<file path="config.mk">
export PLATFORM = sky130hd
export DESIGN_NAME = serial_add_sub
export DESIGN_NICKNAME = d
export VERILOG_FILES = /design/src/rtl/add_sub_defs_pkg.sv /design/src/rtl/add_slice.sv /design/src/rtl/serial_add_sub.sv
export SDC_FILE = /design/constraint.sdc
export NUM_CORES = 1
export LEC_CHECK = 0
export CORE_AREA = 2 2 61 63
export CTS_CLUSTER_SIZE = 28
export DETAILED_ROUTE_END_ITERATION = 10
export DIE_AREA = 0 0 63 65
export PLACE_DENSITY = 0.84
export SYNTH_ARGS = -nofsm -noshare
export SYNTH_HDL_FRONTEND = slang
export SYNTH_SLANG_ARGS = --single-unit
</file>
<file path="constraint.sdc">
create_clock -name clk -period 4.1 [get_ports clk]
set_input_delay 0.615 -clock clk [delete_from_list [all_inputs] [get_ports clk]]
set_output_delay 0.615 -clock clk [all_outputs]
set_load 0.02 [all_outputs]
</file>
<file path="src/rtl/add_sub_defs_pkg.sv">
// ============================================================================
// Module      : add_sub_defs (package)
// Description : Mode and FSM state encodings shared by the serial add/sub unit.
// Revision    : 1.0 - initial release
// ============================================================================
`default_nettype none

package add_sub_defs;

    localparam logic MODE_ADD = 1'b0;
    localparam logic MODE_SUB = 1'b1;

    typedef enum logic [1:0] {
        IDLE = 2'd0,
        RUN  = 2'd1,
        DONE = 2'd2
    } state_t;

endpackage

`default_nettype wire

</file>
<file path="src/rtl/add_slice.sv">
// ============================================================================
// Module      : add_slice
// Description : DIGIT-bit combinational ripple adder slice with the carry into
//               its top bit exposed for signed-overflow detection.
// Revision    : 1.0 - initial release
// ============================================================================
`default_nettype none

module add_slice #(
    parameter int DIGIT = 1
) (
    input  logic [DIGIT-1:0] x,
    input  logic [DIGIT-1:0] y,
    input  logic             ci,
    output logic [DIGIT-1:0] s,
    output logic             co,
    output logic             c_msb_in
);

    logic [DIGIT:0] w_total;

    assign w_total  = {1'b0, x} + {1'b0, y} + {{DIGIT{1'b0}}, ci};
    assign s        = w_total[DIGIT-1:0];
    assign co       = w_total[DIGIT];
    // A sum bit is x ^ y ^ carry-in, so the top bit's carry-in falls out directly.
    assign c_msb_in = w_total[DIGIT-1] ^ x[DIGIT-1] ^ y[DIGIT-1];

endmodule

`default_nettype wire

</file>
<file path="src/rtl/serial_add_sub.sv">
// ============================================================================
// Module      : serial_add_sub
// Description : Multi-cycle add/subtract unit, DIGIT bits per clock through a
//               registered carry chain. Define SERIAL_ADD_SAT_EN to saturate
//               the sum on signed overflow.
// Revision    : 1.0 - initial release
// ============================================================================
`default_nettype none

module serial_add_sub
    import add_sub_defs::*;
#(
    parameter int WIDTH = 8,
    parameter int DIGIT = 1
) (
    input  logic             clk,
    input  logic             rst_n,
    input  logic             start,
    input  logic             mode,
    input  logic [WIDTH-1:0] a,
    input  logic [WIDTH-1:0] b,
    input  logic             cin,
    output logic             busy,
    output logic             done,
    output logic [WIDTH-1:0] sum,
    output logic             cout,
    output logic             ovf
);

    localparam int STEPS = WIDTH / DIGIT;
    localparam int CNT_W = (STEPS > 1) ? $clog2(STEPS) : 1;
    localparam logic [CNT_W-1:0] LAST_STEP = CNT_W'(STEPS - 1);

    generate
        if ((WIDTH < 2) || (DIGIT < 1) || ((WIDTH % DIGIT) != 0)) begin : g_bad_params
            $error("serial_add_sub: WIDTH must be >= 2 and divisible by DIGIT");
        end
    endgenerate

    state_t             state_q,  state_d;
    logic [WIDTH-1:0]   a_sh_q,   a_sh_d;
    logic [WIDTH-1:0]   b_sh_q,   b_sh_d;
    logic [WIDTH-1:0]   res_sh_q, res_sh_d;
    logic               carry_q,  carry_d;
    logic               mode_q,   mode_d;
    logic [CNT_W-1:0]   cnt_q,    cnt_d;
    logic               busy_q,   done_q;
    logic [WIDTH-1:0]   sum_q,    sum_d;
    logic               cout_q,   cout_d;
    logic               ovf_q,    ovf_d;

    logic [DIGIT-1:0]   w_s;
    logic               w_co;
    logic               w_cmsb;
    logic [WIDTH-1:0]   w_res_next;

    add_slice #(
        .DIGIT (DIGIT)
    ) u_slice (
        .x        (a_sh_q[DIGIT-1:0]),
        .y        (b_sh_q[DIGIT-1:0]),
        .ci       (carry_q),
        .s        (w_s),
        .co       (w_co),
        .c_msb_in (w_cmsb)
    );

    // New slice enters at the top; after STEPS shifts the word is in place.
    assign w_res_next = WIDTH'({w_s, res_sh_q} >> DIGIT);

`ifdef SERIAL_ADD_SAT_EN
    localparam logic [WIDTH-1:0] POS_MAX = {1'b0, {(WIDTH-1){1'b1}}};
    localparam logic [WIDTH-1:0] NEG_MIN = {1'b1, {(WIDTH-1){1'b0}}};
`endif

    always_comb begin
        state_d  = state_q;
        a_sh_d   = a_sh_q;
        b_sh_d   = b_sh_q;
        res_sh_d = res_sh_q;
        carry_d  = carry_q;
        mode_d   = mode_q;
        cnt_d    = cnt_q;
        sum_d    = sum_q;
        cout_d   = cout_q;
        ovf_d    = ovf_q;
        case (state_q)
            IDLE, DONE: begin
                state_d = IDLE;
                if (start) begin
                    state_d = RUN;
                    a_sh_d  = a;
                    b_sh_d  = (mode == MODE_SUB) ? ~b : b;
                    carry_d = (mode == MODE_SUB) ? ~cin : cin;
                    mode_d  = mode;
                    cnt_d   = '0;
                end
            end
            RUN: begin
                a_sh_d   = a_sh_q >> DIGIT;
                b_sh_d   = b_sh_q >> DIGIT;
                res_sh_d = w_res_next;
                carry_d  = w_co;
                cnt_d    = cnt_q + 1'b1;
                if (cnt_q == LAST_STEP) begin
                    state_d = DONE;
                    sum_d   = w_res_next;
                    cout_d  = (mode_q == MODE_ADD) ? w_co : ~w_co;
                    ovf_d   = w_cmsb ^ w_co;
`ifdef SERIAL_ADD_SAT_EN
                    // On overflow the wrapped sign is the opposite of the true sign.
                    if (w_cmsb ^ w_co) begin
                        sum_d = w_res_next[WIDTH-1] ? POS_MAX : NEG_MIN;
                    end
`endif
                end
            end
            default: state_d = IDLE;
        endcase
    end

    always_ff @(posedge clk) begin
        if (!rst_n) begin
            state_q  <= IDLE;
            a_sh_q   <= '0;
            b_sh_q   <= '0;
            res_sh_q <= '0;
            carry_q  <= 1'b0;
            mode_q   <= MODE_ADD;
            cnt_q    <= '0;
            busy_q   <= 1'b0;
            done_q   <= 1'b0;
            sum_q    <= '0;
            cout_q   <= 1'b0;
            ovf_q    <= 1'b0;
        end else begin
            state_q  <= state_d;
            a_sh_q   <= a_sh_d;
            b_sh_q   <= b_sh_d;
            res_sh_q <= res_sh_d;
            carry_q  <= carry_d;
            mode_q   <= mode_d;
            cnt_q    <= cnt_d;
            busy_q   <= (state_d == RUN);
            done_q   <= (state_d == DONE);
            sum_q    <= sum_d;
            cout_q   <= cout_d;
            ovf_q    <= ovf_d;
        end
    end

    assign busy = busy_q;
    assign done = done_q;
    assign sum  = sum_q;
    assign cout = cout_q;
    assign ovf  = ovf_q;

endmodule

`default_nettype wire
</file>
Word level (Yosys, flattened, before mapping)
Cells that the tools add are included.

Add/sub/neg operators: 3. Multipliers: 0. Div/mod/pow operators: 0. Order comparisons: 0. Equality and inequality tests: 6. Shift-type cells: 0. Multiplexer cells: 14. Bitwise operators: 6. Reductions and logical operators: 6.

Operators with widths (number): 8-bit one-hot mux with 2 select lines (2); 8-bit 2-to-1 mux (3); 8-bit inverter (1); 3-bit one-hot mux with 2 select lines (1); 2-bit AND reduction (3); 2-bit by 1-bit == test with 1-bit output, second input constant (2); 2-bit == test, second input constant (2); 1-bit 2-to-1 mux (4); 2-bit one-hot mux with 2 select lines (1); 3-bit by 1-bit adder with 3-bit output, second input constant (1); 3-bit == test, second input constant (1); 3-bit 2-to-1 mux (1); 1-bit XOR (3); 1-bit by 1-bit adder with 2-bit output (1); 2-bit by 1-bit adder with 2-bit output (1); 2-bit logical NOT (1); 2-bit 2-to-1 mux (1); 2-bit != test, second input constant (1); 1-bit inverter (2); 1-bit one-hot mux with 2 select lines (1); 2-bit nonzero test (1); 2-bit OR reduction (1).

Register bits: 43. Bits in latches: 0. Memory bits (writable): 0. ROM bits: 0. Input bits: 21. Output and inout bits: 12. Logic and storage cells: 47. Memories: 0.

Longest topological paths before layout
Word-level depth: 5. Gate-level depth with buffers: 7. Depth with buffers taken out: 5.

Hierarchy
Synthesis repeated with hierarchy kept, for this count alone.

Cells, all modules: 197. Area total of the unflattened synthesis: 1836.8 µm².

Modules (own cells, without submodules): serial_add_sub (instances 1, cells each 195, area an instance 1793.0 µm², sequential area each 840.8 µm²); add_slice (instances 1, cells each 2, area an instance 43.8 µm², sequential area each 0.0 µm²).

Worst setup path before layout
OpenSTA, ideal clock, no wires.

Path kind: reg2reg. From: register cnt_q[0]. To: register sum_q[7] (netlist: sum[7]). Library setup time: 0.116 ns. Data arrival time: 1.313 ns. Data required time: 3.984 ns. Setup slack: 2.671 ns. Cell stages (with the launch flop): 7. Buffers on the path: 2. Clock period less this slack: 1.429 ns. Cells stage by stage: dfxtp_1 > ha_1 > ha_1 > and3b_1 > buf_2 > buf_4 > o211a_1.

Word-level cells in the longest chain between the ends: 2.

Ends and longest elaborated chain: from (decl) (RTL line serial_add_sub.sv:46) `logic [CNT_W-1:0] cnt_q, cnt_d;`; from (signal assigned) (RTL line serial_add_sub.sv:143) `cnt_q <= cnt_d;`; 3-bit == test (RTL line serial_add_sub.sv:105) `if (cnt_q == LAST_STEP) begin`; 2-bit AND reduction (no line); to (signal assigned) (RTL line serial_add_sub.sv:146) `sum_q <= sum_d;`; to (decl) (RTL line serial_add_sub.sv:48) `logic [WIDTH-1:0] sum_q, sum_d;`.

Every way passes these cells. A chain may end at the register's enable or synchronous reset.

Worst setup path after layout
From: register sum_q[2] (netlist: sum[2]). To: output port sum[2].

RTL lines: to (decl) (RTL line serial_add_sub.sv:25) `output logic [WIDTH-1:0] sum,`.

No word-level cell between the ends.

==> flow_summary.toml <==
[route]
vias = 1406
finalWirelength_mm = 3.30
post_drt_wl_per_cell_um = 12.2
viasPerCell = 5.19
drtIter0Drc = 60
dr.pass1.iters = 4
drtAntennaViolNets = 0
drc_errors = 0

[logic_synthesis]
ys_top_cells_by_area = "dfxtp_1, a21boi_1, nand2_1"
syn-num-nets = 224
synth-adder-area-share_pct = 2.46
yosysTopAreaCellShare_pct = 45.9
synth_top_family_by_area = "compound AO/OA/AOI/OAI gates"
synth.distinct_cells = 27
synthCells = 200
synthFlopType = "dfxtp_1"
synth_top_area_cell = "dfxtp_1"
avgSynthCellArea_um2 = 9.17
synth_xor_area_share_pct = 6.21
synth-edff-count = 0
yosysWarnings = 0
ys_seq_area_share_pct = 45.9
synth_compound_area_share_pct = 22.3
netlist_area_um2 = 1830
synth-simple-area-share_pct = 17.0
synthMuxAreaShare_pct = 0
ys_async_sr_fraction_pct = 0
ys_ff_latch = 42

[finish]
final_area_um2 = 2180
finalNetCount = 248
drive_above_1_share_pct = 4.04
antenna_cells = 0
layout_commonest_cell = "dfxtp_1"
layout_common_cells = "dfxtp_1, nand2_1, a21boi_1, clkdlybuf4s50_1, nand3_1"
syn_to_final_growth_pct = 18.8

[timing]
holdWs_ns = 0.458
hold_viol = 0
skew_ns = 0.00968
worst-slew-pin-transition_ns = 1.13
fin_setup_tns_ns = 0
finalCritPeriodShare_pct = 47.0
slew_violations = 0
fmax_ghz = 0.519
setup_viol = 0
slew_headroom_pct = 24.4
period_needed_ns = 1.93
rsz0062_at_grt = "false"

[critical_path]
arrival_ns = 1.31
path_delay_family = "buffers and inverters"
path_class = "reg -> out"
worstPathRequired_ns = 3.48
cp-end-kind = "output port"
critical_path.cell_chain = "clkdlybuf4s50_1"
critPathLaunchType = "flip-flop"
critPathMaxStageDelay_ns = 0.63
rrSetupSlack_ns = 2.33
cp_num_buf_inv = 1
critical_path.slowest_cell = "clkdlybuf4s50_1"
worstPathMaxFanout = 2

[placement]
placed_area_um2 = 2130
hpwl_mm = 2.19
io_buffers = 32
gp_congestion = 0.698

[power_and_ir_drop]
p_sw_mw = 0.184
p_int_mw = 0.557
p_seq_share_pct = 58.7
p_clk_share_pct = 26.6
p_leak_nw = 0.794
p_per_area_nw_per_um2 = 340
swShare_pct = 24.8
max-vdd-ir-drop_v = 0.000180
combPwrFrac_pct = 14.7

[clock_tree]
ctsHoldBuffers = 0
cts_sinks = 42
post_cts_buffers = 0
cts_buffers = 5
cts_resized = 0
ctsRootBufferMaster = "clkbuf_4"
insertion_delay_ns = 0.34
cts_buffer_depth = 2
cts.clk_slew.worst_paths_ns = 0.11
cts_tree = "yes"
cts_max_level = 2

[floorplanning]
dieArea_um2 = 4100
die_height_um = 65
core_um2 = 3500
start_util_pct = 52.4
num_rows = 22
die_x_um = 63
io_pins = 33

[global_route]
grt_pass1_wl_mm = 5.70
grt-ovfl-total = 0
antenna_found_initial = 0
grt.total_usage_pct = 17.7
grt_max_degree = 43
grt_pass1_vias = 1354

[flow_run]
maxCapViolCount = 0

[status]
outcome = "complete, no violations"

[min_path]
hold_path.class = "reg -> reg"
metal layers:
metal / global-route usage, % / vias to the layer above / part of all wire [%]
met5: 0 / - / 0
met4: 6.67 / 0 / 0.70
met3: 3.65 / 4 / 3.7
met2: 32.7 / 34 / 50
met1: 20.0 / 641 / 46
li1: - / 727 / -
Yosys cell counts (2+ instances only):
cell type  number
buf_2           6
and2_1          4
nor2b_1         2
a21boi_1       33
xnor2_1         5
nand3_1        18
inv_1           3
nand2_1        36
clkbuf_1        4
o21a_1          2
o211a_1         2
a22oi_1        14
ha_1            2
o21ai_1         2
xor2_1          8
nand2b_1        2
buf_4           6
dfxtp_1        42
state kept, by name (all words and copies together), names as in the netlist, 2 cells and up:
name      cells
a_sh_q        8
b_sh_q        8
sum           8
res_sh_q      7
cnt_q         3
state_q       2
cell type report:
class	instances	area (um^2)
multi-input combinational	138	880
tap	48	60.1
sequential	42	841
inverter	3	11.3
timing repair buffer	34	335
fill	326	1320
clock buffer	6	51.3
worst reg2reg max path: cells and delay by family (launching register included):
kind,cells,cell delay [ns]
simple gates,1,0.71
flops,1,0.42
compound gates,2,0.25
buf+inv,1,0.34
cells by family after synthesis:
logic type / count (synthesis)
flip-flops: 42
adder cells (fa/ha/maj): 3
AO/OA/AOI/OAI: 55
AND/OR/NAND/NOR: 67
XOR/XNOR: 13
buffers and inverters: 20
final timing paths:
path | end | startpoint | depth (start not counted)
max reg2reg | b_sh_q[1] | state_q[0] | 4
max | sum[2] | sum[2] | 1
min | sum[6] | sum[6] | 2
min reg2reg | sum[6] | sum[6] | 2
power by group through the flow:
stage	clock network (mW)	logic [mW]	registers (mW)
after global placement	0	0.107	0.444
after CTS	0.201	0.110	0.435
after global routing	0.217	0.121	0.438
after floorplan	0	0.0793	0.443
final	0.197	0.109	0.435
after detailed placement	0	0.109	0.444
metrics by stage:
step	total power, mW	worst slack (ns)	instances	utilization, %
floorplan	0.523	2.67	200	-
global placement	0.551	1.84	265	60.8
detailed placement	0.554	1.86	265	60.8
CTS	0.746	2.16	271	62.3
global route	0.776	2.08	271	62.3
finish	0.741	2.17	271	62.3
(Power assumes the default switching activity.)
==> edit, RTL diff (same settings) <==
Add a define of `SERIAL_ADD_SAT_EN`.
--- a/src/rtl/serial_add_sub.sv
+++ b/src/rtl/serial_add_sub.sv
@@ -6,6 +6,8 @@
 // Revision    : 1.0 - initial release
 // ============================================================================
 `default_nettype none
+
+`define SERIAL_ADD_SAT_EN
 
 module serial_add_sub
     import add_sub_defs::*;
Behaviour: not the same (Yosys sat finds a counterexample within 10 cycles, from zero or initial values and one cycle with rst_n low).
==> edit against the original RTL <==
Critical path depth rose by 3; setup slack got worse by 180 ps; wire length rose by 13%; non-clock buffer count did not move; via count rose by 6.0%; critical path type is now in -> reg; sequential cell count did not move; cell area rose by 3.7%; maximum frequency fell by 8.7%; sequential share of layout area fell by 1.4 points; power rose by 11%; area after synthesis rose by 2.5%; register-to-register slack got worse by 90 ps.
==> edit: results (changes against the original RTL) <==
* Status: complete, no violations
* Fill cell count at 321 (-1.5%)
* Multi-input gates at 143 (+3.6%)
* Sequential share of the synthesized area at 44.8% (-1.1 points)
* Total GRT Usage at 19.5% (+1.8 points)
* WL/cell at 13.3 um (+9.7%)
* Global-route wire length before repair at 6.07 mm (+6.5%)
* R2R Path End: b_sh_q[2]
* Maximum fanout along the worst path at 18 (+16)
* Post-synthesis mux area share at 1.07% (+1.1 points)
* Worst EP arrival at 2410 ps (+1100 ps)
* Multi-input gate area at 933 um2 (+6.1%)
* Fraction of layout cells with a size suffix above 1 at 3.90% (-0.14 points)
* DPL Wire Length at 2.47 mm (+13%)
* Nets at 255 (+2.8%)
* Worst Clk Skew at 16.6 ps (+6.88 ps)
* Top post-synthesis cells by count: dfxtp_1 (42), nand2_1 (26), a21boi_0 (25)
* Unique cell type count in the Yosys netlist at 28 (+3.7%)
* Post-synthesis compound-gate area fraction at 24.1% (+1.8 points)
* Switching Fraction at 25.6% (+0.80 points)
* Max_slew headroom at 19.8% (-4.6 points)
* Routed vias at 1491 (+6.0%)
* Worst-Skew Late Latency at 370 ps (+30 ps)
* Non-clk buf share at 14.8% (-0.55 points)
* Grt met1 use at 23.2% (+3.3 points)
## edit: cell families (layout without fill, tap and decap cells)
family / Yosys count / in the layout
buffers and inverters: 22 / 46
and+or+nand+nor: 58 / 58
adders and majority gates: 4 / 4
muxes: 2 / 2
DFF: 42 / 42
AOI/OAI and AO/OA: 67 / 67
xor gates and xnor gates: 12 / 12
## edit: how the worst min path moves through the flow
| stage | startpoint | to | slack, ps | depth (start not counted) |
|---|---|---|---|---|
| CTS | a_sh_q[4] | a_sh_q[4] | 490 | 2 |
| finish | a_sh_q[4] | a_sh_q[4] | 490 | 2 |
| floorplan | b_sh_q[7] | b_sh_q[7] | 450 | 2 |
| detailed placement | a_sh_q[4] | a_sh_q[4] | 470 | 2 |
| global route | b_sh_q[2] | b_sh_q[2] | 520 | 2 |
| global placement | b_sh_q[7] | b_sh_q[7] | 460 | 2 |
## edit: routing by layer
layer	wire, um	vias up
li1	-	763
met1	1700	697
met2	1800	23
met3	130	8
met4	88	0
met5	0	-
## edit: through the flow
step / hold WS (ps) / instances / instance area, um2 / setup WS, ps
after floorplan: 453 / 207 / 1880 / 2460
after global placement: 461 / 271 / 2180 / 1650
after detailed placement: 471 / 271 / 2180 / 1620
after CTS: 488 / 279 / 2260 / 2010
after global routing: 515 / 279 / 2260 / 1790
final: 485 / 279 / 2260 / 1990
## edit: power by group through the flow
stage	clock, mW	sequential, mW	combinational [mW]
floorplan	0	0.444	0.0886
global placement	0	0.445	0.123
detailed placement	0	0.445	0.125
CTS	0.267	0.436	0.126
global route	0.288	0.439	0.139
finish	0.261	0.436	0.125
## edit: worst max-delay path: stages
cell,delay (ps)
clkdlybuf4s50_1,470
nor2b_1,940
a22oi_1,170
a21boi_0,210
